## config.mk

```make
export PLATFORM = sky130hd
export DESIGN_NAME = spi_sclk_gen_flat
export DESIGN_NICKNAME = d
export VERILOG_FILES = /design/src/rtl/spi_sclk_gen_pkg.sv /design/src/rtl/spi_sclk_gen_if.sv /design/src/rtl/spi_half_period_counter.sv /design/src/rtl/spi_sclk_gen.sv /design/src/flat_wrapper.sv
export SDC_FILE = /design/constraint.sdc
export NUM_CORES = 1
export LEC_CHECK = 0
export ABC_CLOCK_PERIOD_IN_PS = 3900
export CAP_MARGIN = 25
export CORE_UTILIZATION = 30
export DETAILED_ROUTE_END_ITERATION = 12
export DONT_BUFFER_PORTS = 1
export GPL_TIMING_DRIVEN = 0
export SETUP_SLACK_MARGIN = 0.2
export SLEW_MARGIN = 15
export SYNTH_ARGS = -nofsm -noshare
export SYNTH_HDL_FRONTEND = slang
export SYNTH_HIERARCHICAL = 1
export SYNTH_SLANG_ARGS = --single-unit
```

## constraint.sdc

```tcl
create_clock -name PCLK -period 3.9 [get_ports PCLK]
set_input_delay 0.78 -clock PCLK [delete_from_list [all_inputs] [get_ports PCLK]]
set_output_delay 0.78 -clock PCLK [all_outputs]
set_load 0.02 [all_outputs]
```

## src/rtl/spi_sclk_gen_pkg.sv

```systemverilog
// Shared constants for the SPI master clock/transfer controller:
// operating-mode codes, FSM state encoding and default widths.
package spi_sclk_gen_pkg;

    localparam int DIV_W_DEFAULT     = 12;
    localparam int DATA_BITS_DEFAULT = 8;

    localparam logic [1:0] SPI_RUN  = 2'b00;
    localparam logic [1:0] SPI_WAIT = 2'b01;
    localparam logic [1:0] SPI_STOP = 2'b10;

    typedef enum logic {
        ST_IDLE = 1'b0,
        ST_XFER = 1'b1
    } spi_state_t;

    // SCLK generation runs in RUN mode, and in WAIT mode only when
    // stop-in-wait is not requested; STOP and the reserved code halt it.
    function automatic logic clock_enabled(input logic [1:0] mode, input logic swai);
        logic en;
        case (mode)
            SPI_RUN:  en = 1'b1;
            SPI_WAIT: en = ~swai;
            SPI_STOP: en = 1'b0;
            default:  en = 1'b0;
        endcase
        return en;
    endfunction

endpackage

```

## src/rtl/spi_sclk_gen_if.sv

```systemverilog
// Register-interface side of the SPI clock generator: control inputs from
// the APB block and status/strobe outputs towards it and the shift register.
interface spi_sclk_gen_if #(
    parameter int DIV_W = spi_sclk_gen_pkg::DIV_W_DEFAULT
);
    logic             send_data;
    logic             mstr;
    logic             cpol;
    logic             cpha;
    logic             spiswai;
    logic [1:0]       spi_mode;
    logic [2:0]       sppr;
    logic [2:0]       spr;

    logic             sclk;
    logic             ss;
    logic             tip;
    logic             receive_data;
    logic             mosi_send_strobe;
    logic             miso_sample_strobe;
    logic [DIV_W-1:0] baud_rate_divisor;

    // Register block / stimulus side
    modport master (
        output send_data, mstr, cpol, cpha, spiswai, spi_mode, sppr, spr,
        input  sclk, ss, tip, receive_data, mosi_send_strobe, miso_sample_strobe,
               baud_rate_divisor
    );

    // Clock generator side
    modport slave (
        input  send_data, mstr, cpol, cpha, spiswai, spi_mode, sppr, spr,
        output sclk, ss, tip, receive_data, mosi_send_strobe, miso_sample_strobe,
               baud_rate_divisor
    );
endinterface

```

## src/rtl/spi_half_period_counter.sv

```systemverilog
// Counts clock cycles within one SCLK half-period and flags the last one.
// wrap is high during the cycle whose count equals half-1 while enabled,
// so the edge that ends it is the edge at which SCLK changes.
module spi_half_period_counter #(
    parameter int CNT_W = 11
) (
    input  logic             PCLK,
    input  logic             PRESET,
    input  logic             enable,
    input  logic             clear,
    input  logic [CNT_W-1:0] half,
    output logic             wrap
);
    logic [CNT_W-1:0] count_reg;

    assign wrap = enable && !clear && (count_reg == half - CNT_W'(1));

    // Free-running count, held while disabled, restarted on wrap or clear
    always_ff @(posedge PCLK) begin
        if (PRESET || clear) begin
            count_reg <= '0;
        end else if (enable) begin
            count_reg <= wrap ? '0 : count_reg + CNT_W'(1);
        end
    end
endmodule

```

## src/rtl/spi_sclk_gen.sv

```systemverilog
// SPI master clock and transfer controller. Produces SCLK at the programmed
// baud rate, frames one DATA_BITS transfer under an active-low slave select
// and emits registered shift/sample strobes aligned with each SCLK edge.
module spi_sclk_gen
    import spi_sclk_gen_pkg::*;
#(
    parameter int DATA_BITS = DATA_BITS_DEFAULT,
    parameter int DIV_W     = DIV_W_DEFAULT
) (
    input  logic           PCLK,
    input  logic           PRESET,
    spi_sclk_gen_if.slave  bus
);
    localparam int CNT_W  = DIV_W - 1;
    localparam int HALVES = 2 * DATA_BITS;
    localparam int H_W    = $clog2(HALVES);
    localparam logic [H_W-1:0] LAST_HALF = H_W'(HALVES - 1);

    spi_state_t       state_reg;
    logic             sclk_reg;
    logic             ss_reg;
    logic             tip_reg;
    logic             receive_reg;
    logic             mosi_reg;
    logic             miso_reg;
    logic [H_W-1:0]   h_reg;
    logic             cpol_reg;
    logic             cpha_reg;
    logic [2:0]       sppr_reg;
    logic [2:0]       spr_reg;

    logic             clk_en;
    logic             cnt_enable;
    logic             cnt_clear;
    logic             wrap;
    logic             leading;
    logic             last_half;
    logic [CNT_W-1:0] half;

    // Divisor follows the live register fields, even mid-transfer
    assign bus.baud_rate_divisor = ((DIV_W'(bus.sppr) + DIV_W'(1)) << bus.spr) << 1;

    // Half-period uses the fields captured at transfer start
    assign half = (CNT_W'(sppr_reg) + CNT_W'(1)) << spr_reg;

    assign clk_en     = clock_enabled(bus.spi_mode, bus.spiswai);
    assign cnt_enable = (state_reg == ST_XFER) && bus.mstr && clk_en;
    assign cnt_clear  = (state_reg == ST_IDLE);
    assign leading    = ~h_reg[0];
    assign last_half  = (h_reg == LAST_HALF);

    spi_half_period_counter #(
        .CNT_W (CNT_W)
    ) u_half_cnt (
        .PCLK   (PCLK),
        .PRESET (PRESET),
        .enable (cnt_enable),
        .clear  (cnt_clear),
        .half   (half),
        .wrap   (wrap)
    );

    // Transfer FSM: SCLK toggling, half index, framing and strobe decode
    always_ff @(posedge PCLK) begin
        if (PRESET) begin
            state_reg   <= ST_IDLE;
            sclk_reg    <= bus.cpol;
            ss_reg      <= 1'b1;
            tip_reg     <= 1'b0;
            receive_reg <= 1'b0;
            mosi_reg    <= 1'b0;
            miso_reg    <= 1'b0;
            h_reg       <= '0;
            cpol_reg    <= bus.cpol;
            cpha_reg    <= 1'b0;
            sppr_reg    <= '0;
            spr_reg     <= '0;
        end else begin
            receive_reg <= 1'b0;
            mosi_reg    <= 1'b0;
            miso_reg    <= 1'b0;
            case (state_reg)
                ST_IDLE: begin
                    sclk_reg <= bus.cpol;
                    ss_reg   <= 1'b1;
                    tip_reg  <= 1'b0;
                    h_reg    <= '0;
                    if (bus.send_data && bus.mstr && clk_en) begin
                        state_reg <= ST_XFER;
                        cpol_reg  <= bus.cpol;
                        cpha_reg  <= bus.cpha;
                        sppr_reg  <= bus.sppr;
                        spr_reg   <= bus.spr;
                        ss_reg    <= 1'b0;
                        tip_reg   <= 1'b1;
                    end
                end
                ST_XFER: begin
                    if (!bus.mstr) begin
                        // Master disabled: drop the frame silently
                        state_reg <= ST_IDLE;
                        sclk_reg  <= cpol_reg;
                        ss_reg    <= 1'b1;
                        tip_reg   <= 1'b0;
                        h_reg     <= '0;
                    end else if (wrap) begin
                        if (last_half) begin
                            state_reg   <= ST_IDLE;
                            sclk_reg    <= cpol_reg;
                            ss_reg      <= 1'b1;
                            tip_reg     <= 1'b0;
                            receive_reg <= 1'b1;
                            h_reg       <= '0;
                        end else begin
                            sclk_reg <= ~sclk_reg;
                            h_reg    <= h_reg + H_W'(1);
                        end
                        // With cpha=0 the first bit is already on the line
                        // when ss falls, so the final trailing edge shifts nothing.
                        if (cpha_reg) begin
                            mosi_reg <= leading;
                            miso_reg <= ~leading;
                        end else begin
                            miso_reg <= leading;
                            mosi_reg <= ~leading && !last_half;
                        end
                    end
                end
                default: state_reg <= ST_IDLE;
            endcase
        end
    end

    assign bus.sclk               = sclk_reg;
    assign bus.ss                 = ss_reg;
    assign bus.tip                = tip_reg;
    assign bus.receive_data       = receive_reg;
    assign bus.mosi_send_strobe   = mosi_reg;
    assign bus.miso_sample_strobe = miso_reg;
endmodule

```

## src/flat_wrapper.sv

```systemverilog
// flat-port wrapper written by rule: the top's interface ports become plain ports
module spi_sclk_gen_flat import spi_sclk_gen_pkg::*;
#(
    parameter int DATA_BITS = DATA_BITS_DEFAULT,
    parameter int DIV_W     = DIV_W_DEFAULT
)
  (PCLK, PRESET, bus_send_data, bus_mstr, bus_cpol, bus_cpha, bus_spiswai, bus_spi_mode, bus_sppr, bus_spr, bus_sclk, bus_ss, bus_tip, bus_receive_data, bus_mosi_send_strobe, bus_miso_sample_strobe, bus_baud_rate_divisor);
  spi_sclk_gen_if #(.DIV_W(DIV_W)) bus_i ();
  input  logic PCLK;
  input  logic PRESET;
  input wire logic [$bits(bus_i.send_data)-1:0] bus_send_data;
  input wire logic [$bits(bus_i.mstr)-1:0] bus_mstr;
  input wire logic [$bits(bus_i.cpol)-1:0] bus_cpol;
  input wire logic [$bits(bus_i.cpha)-1:0] bus_cpha;
  input wire logic [$bits(bus_i.spiswai)-1:0] bus_spiswai;
  input wire logic [$bits(bus_i.spi_mode)-1:0] bus_spi_mode;
  input wire logic [$bits(bus_i.sppr)-1:0] bus_sppr;
  input wire logic [$bits(bus_i.spr)-1:0] bus_spr;
  output wire logic [$bits(bus_i.sclk)-1:0] bus_sclk;
  output wire logic [$bits(bus_i.ss)-1:0] bus_ss;
  output wire logic [$bits(bus_i.tip)-1:0] bus_tip;
  output wire logic [$bits(bus_i.receive_data)-1:0] bus_receive_data;
  output wire logic [$bits(bus_i.mosi_send_strobe)-1:0] bus_mosi_send_strobe;
  output wire logic [$bits(bus_i.miso_sample_strobe)-1:0] bus_miso_sample_strobe;
  output wire logic [$bits(bus_i.baud_rate_divisor)-1:0] bus_baud_rate_divisor;
  assign bus_i.send_data = bus_send_data;
  assign bus_i.mstr = bus_mstr;
  assign bus_i.cpol = bus_cpol;
  assign bus_i.cpha = bus_cpha;
  assign bus_i.spiswai = bus_spiswai;
  assign bus_i.spi_mode = bus_spi_mode;
  assign bus_i.sppr = bus_sppr;
  assign bus_i.spr = bus_spr;
  assign bus_sclk = bus_i.sclk;
  assign bus_ss = bus_i.ss;
  assign bus_tip = bus_i.tip;
  assign bus_receive_data = bus_i.receive_data;
  assign bus_mosi_send_strobe = bus_i.mosi_send_strobe;
  assign bus_miso_sample_strobe = bus_i.miso_sample_strobe;
  assign bus_baud_rate_divisor = bus_i.baud_rate_divisor;
  spi_sclk_gen #(.DATA_BITS(DATA_BITS), .DIV_W(DIV_W)) u_core (.PCLK(PCLK), .PRESET(PRESET), .bus(bus_i));
endmodule
```

---- Word-level counts from Yosys, hierarchy flattened ----
Cells that the tools add are included.
operators by class
  $add $sub $neg .......................... 5
  $mul .................................... 0
  divide/modulo/power cells ............... 0
  $lt $le $gt $ge ......................... 0
  eq/ne operators ......................... 7
  shift operators ......................... 2
  mux-type cells .......................... 31
  bitwise gates (word level) .............. 6
  reductions and logical operators ........ 15
operator list
  kind                                                  number
  two-way mux 1 bit                                     21
  two-way mux 4 bit                                     3
  << shifter 12 x 3 -> 11 bit                           1
  adder 11 x 1 -> 11 bit (second input constant)        1
  equality test 11 bit                                  1
  two-way mux 11 bit                                    1
  << shifter 11 x 3 -> 11 bit                           1
  subtractor 11 x 1 -> 11 bit (second input constant)   1
  one-hot mux 1 bit (2 select lines)                    5
  adder 3 x 1 -> 4 bit (second input constant)          2
  one-hot mux 4 bit (2 select lines)                    1
  logical AND 1 bit                                     7
  != test 3 bit (second input constant)                 2
  inverter 1 bit                                        6
  AND reduction 2 bit                                   3
  adder 4 x 1 -> 4 bit (second input constant)          1
  equality test 4 bit (second input constant)           1
  != test 4 bit (second input constant)                 1
  OR reduction 4 bit                                    1
  equality test 2 x 1 -> 1 bit (second input constant)  1
  logical NOT 2 bit                                     1
  != test 2 bit (second input constant)                 1
  nonzero test 2 bit                                    1
  logical NOT 1 bit                                     1
  logical OR 1 bit                                      1
word-level totals
  register bits ........................... 30
  latch bits .............................. 0
  RAM bits ................................ 0
  bits in read-only memories .............. 0
  bits of input ports ..................... 15
  output and inout bits ................... 18
  word-level logic and storage cells ...... 79
  memories kept ........................... 0

---- Depth between registers and ports, before layout ----
  depth after elaboration ................. 9
  depth in mapped cells ................... 15
  depth with buffers taken out ............ 14

---- Modules after synthesis ----
The synthesis kept the hierarchy.
by module, submodules not included
  module                   instances  cells an instance  area an instance (µm²)  sequential area each (µm²)
  spi_sclk_gen             1          174                1373.8                  400.4
  spi_half_period_counter  1          105                883.3                   220.2

---- Worst setup path before layout ----
Ideal clock, no wire load.
  path kind ............................... reg-to-reg
  start ................................... register u_core.sppr_reg[0]
  end ..................................... register u_core.h_reg[3]
  setup time .............................. 0.070 ns
  arrival ................................. 3.295 ns
  required time ........................... 3.830 ns
  slack ................................... 0.535 ns
  cell stages (with the launch flop) ...... 16
  path buffers ............................ 1
  period minus slack after synthesis ...... 3.365 ns
  cell sequence ........................... dfxtp_1 > ha_1 > inv_1 > mux2_2 > nor3_1 > inv_1 > ha_1 > nor2b_1 > or3_1 > a31oi_4 > nand4_2 > nor3_1 > buf_2 > nand2_1 > or3_1 > a21oi_1
between the ends
  cells in the longest elaborated chain, start to end .. 6
ends and longest elaborated chain
  item                            RTL line                       RTL
  start: declaration              spi_sclk_gen.sv:29             logic [2:0] sppr_reg;
  start signal: assignment        spi_sclk_gen.sv:92             sppr_reg <= bus.sppr;
  adder 3 x 1 -> 4 bit            spi_sclk_gen.sv:44             assign half = (CNT_W'(sppr_reg) + CNT_W'(1)) << spr_reg;
  << shifter 11 x 3 -> 11 bit     spi_sclk_gen.sv:44
  net u_core.half[1]              spi_sclk_gen.sv:38             logic [CNT_W-1:0] half;
  subtractor 11 x 1 -> 11 bit     spi_half_period_counter.sv:16  assign wrap = enable && !clear && (count_reg == half - CNT_W'(1));
  equality test 11 bit            spi_half_period_counter.sv:16
  logical AND 1 bit               spi_half_period_counter.sv:16
  net u_core.wrap                 spi_sclk_gen.sv:35             logic wrap;
  != test 3 bit (no source line)  --
  end signal: assignment          spi_sclk_gen.sv:116            h_reg <= h_reg + H_W'(1);
  end: declaration                spi_sclk_gen.sv:26             logic [H_W-1:0] h_reg;
The timed path passes the listed nets, and every way through them passes these cells.
A chain may end at the register's enable or synchronous reset.

---- Worst setup path after layout ----
Same ends and word-level chain as after synthesis.

==> results_dict.tcl <==
set metrics [dict create \
    async_reset_ff_share_pct 0 \
    cts_tree "built" \
    avgViaCountPerCell 5.184 \
    dr.pass1.iters 4 \
    numCtsBuffers 5 \
    finClkSkew_ns 0.004307 \
    synth_edf_count 2 \
    largest_reg_flops 11 \
    grt.total_usage_pct 12.42 \
    wl_mm 4.885 \
    core-area_sq_um 7253 \
    gp_congestion 0.8167 \
    grt_pass1_wl_mm 7.845 \
    grt_max_degree 11 \
    rr_worst_depth 15 \
    ys_seq_elements 30 \
    synth_ff_type "dfxtp_1" \
    nets 306 \
    h-tree-depth 2 \
    fin_tns_setup_ns 0 \
    hold_class "flip-flop to flip-flop" \
    p_leak_nw 0.8155 \
    hold_path_end "u_core/cpha_reg" \
    cts.sinks 30 \
    rsz0062_at_grt "false" \
    syn_inst 279 \
    maxCapViolCount 0 \
    rr_endpoint "u_core/h_reg[3]" \
    first_iter_violations 82 \
    regToRegStartpoint "u_core/sppr_reg[0]" \
    cts_buffer_depth 2 \
    slew_viol_final 0 \
    period_minus_slack_ns 3.453 \
    synth_top_cell_by_area "dfxtp_1" \
    place_hpwl_mm 3.707 \
    yosys_warnings 6 \
    synth_area_per_cell_sq_um 8.090 \
    fmax_mhz 289.6 \
    setup_violations 0 \
    drc 0 \
    grt-ovfl-total 0 \
    yosys-top-cells-area "dfxtp_1 (25%), nand2b_1 (6.1%), nor2_1 (5.5%), xnor2_1 (5.0%), xor2_1 (4.7%)" \
    via_count 2001 \
    clock_latency_ns 0.27 \
    die_x_microns 88.74 \
    final_cell_mix "nor2_1 (33), dfxtp_1 (27), nand2b_1 (22), nand2_1 (20), xnor2_1 (13)" \
    holdBufCountCts 0 \
    antenna_found_initial 0 \
    dp.cells 378 \
    seqCellArea_sq_um 621.8 \
    wl_per_cell_microns 12.66 \
    end_kind "flip-flop" \
    crit_type "flip-flop to flip-flop" \
    final_util_pct 34.83 \
    hold_viol 0 \
    yosysTopAreaCellShare_pct 24.83 \
    vdd_drop_max_mv 0.1373 \
    whs_path_depth 2 \
    crit_chain "ha_1, inv_1, mux2_2, nor3_4, inv_1, ha_2, nor2b_1, or3_1, a31oi_4, nand4_2, nor3_2, buf_4, nand2_1, or3_1, a21oi_1" \
    fin_crit_sh_pct 88.55 \
    multiInputGateArea_sq_um 1595 \
    ys_types 53 \
    start_kind "flip-flop" \
    path_clk_slew_ns 0.06 \
    fp-row-count 31 \
    synthesis.nets 299 \
    cp.arrival_ns 3.66 \
    drive_gt1_share_pct 11.85 \
    ys_seq_area_share_pct 27.49 \
    n_antenna_cell 0 \
    cts_root_buffer "clkbuf_8" \
    worstMarginPinSlew_ns 0.8646 \
    grt_pass1_vias 1722 \
    nFillCells 763 \
    r2r_slack_ns 0.45 \
    areaGrowthSynthToFinish_pct 11.92 \
    pin_count 33 \
    post_cts_buffers 0 \
    die-area_sq_um 7875 \
    final_cells 386 \
    portBuffers 0 \
    power_density_nw_per_um2 276.0 \
    max_stage_delay_ns 0.40 \
    required_ns 4.11 \
    dieHeight_microns 88.74 \
    status "finished, final reports clean" \
    mostFrequentLayoutCell "nor2_1" \
    timing.slew.headroom_pct 41.83 \
    holdCritStartpoint "u_core/cpha_reg" \
    start_util_pct 31.12 \
    ant_nets 0 \
    worstPathMaxFanout 9 \
    netlist_area_sq_um 2257 \
    cp_slowest_cell "or3_1" \
]
## worst max path at each step
stage                            start  slack, ns  cells past startpoint         endpoint
detailed placement  u_core/sppr_reg[0]       0.12                     15  u_core/h_reg[3]
CTS                  u_core/spr_reg[0]       0.21                     13  u_core/h_reg[3]
finish              u_core/sppr_reg[0]       0.45                     15  u_core/h_reg[3]
global placement    u_core/sppr_reg[0]       0.21                     15  u_core/h_reg[3]
global route        u_core/sppr_reg[0]       0.24                     15  u_core/h_reg[3]
floorplan           u_core/sppr_reg[0]       0.54                     15  u_core/h_reg[3]
## cell type report
class                   count  area share, %
multi-input cells         227          63.15
flip-flops and latches     30          24.62
well taps                  99          4.903
clock buffers               7          3.418
plain buffers              12          2.229
inverters                  10          1.486
clock inverters             1         0.1981
## cell usage after synthesis (2+ instances only)
library cell  instances
xor2_2                2
and4b_1               2
a31oi_1               3
nor3_1                8
mux2i_1               8
a21oi_1               7
mux2_2                2
or3_1                 9
nand4_1               8
nand2b_1             22
edfxtp_1              2
and3_1                4
o211ai_1              2
nor4_1                2
nor3b_1               2
nand3b_1              5
nand4b_1              2
inv_1                10
nand3_1               8
o32ai_1               4
xor2_1               12
nor2b_1               7
buf_2                 4
nor2_1               33
o21ai_0               3
ha_1                  5
o21bai_1              3
xnor2_1              13
clkbuf_1              7
nand2_1              20
o22ai_1               4
o2bb2ai_1             4
dfxtp_1              28
a211oi_1              5
## kinds of logic after synthesis
family                   synth area share [%]
XOR/XNOR                                11.14
AO/OA/AOI/OAI                           14.80
other                                  0.1661
flip-flops                              27.49
AND/OR/NAND/NOR                         35.03
buffers and inverters                   4.047
multiplexers                            4.546
adder cells (fa/ha/maj)                 2.772
## per-layer routing
layer  vias to the layer above  routed length (microns)  track usage (%)
li1                       1003                        -                -
met1                       955                     2378            16.10
met2                        43                     2302            21.26
met3                         0                      204            2.799
met4                         0                        0            2.199
met5                         -                        0                0
## worst max-delay path: cells and delay by family, from the launching register on
kind	cells	cell delay (ns)
simple gates	7	1.47
fa+ha+maj	2	0.54
flops	1	0.37
buf+inv	3	0.34
mux	1	0.33
compound gates	2	0.33
## through the flow
stage	cell area [sq um]	setup slack [ns]	total power [W]	hold WS, ns
floorplan	2257	0.5352	0.0004258	0.4576
global placement	2381	0.2059	0.0004420	0.4760
detailed placement	2381	0.1201	0.0004446	0.4888
CTS	2482	0.2084	0.0007036	0.4989
global route	2526	0.2383	0.0007250	0.5371
finish	2526	0.4466	0.0006971	0.4945
## power by group
group | internal (W) | switching, W
Clock | 0.000142 | 0.000112
Combinational | 0.0000475 | 0.0000755
Sequential | 0.000315 | 0.00000553
Total | 0.000504 | 0.000193
## timing repair
action                                  4_1_cts  5_1_grt
cloned                                        0        0
endpoints found under the setup margin        2        7
gates resized for setup                       2       10
Note: power is estimated with default switching activity, not from simulation.
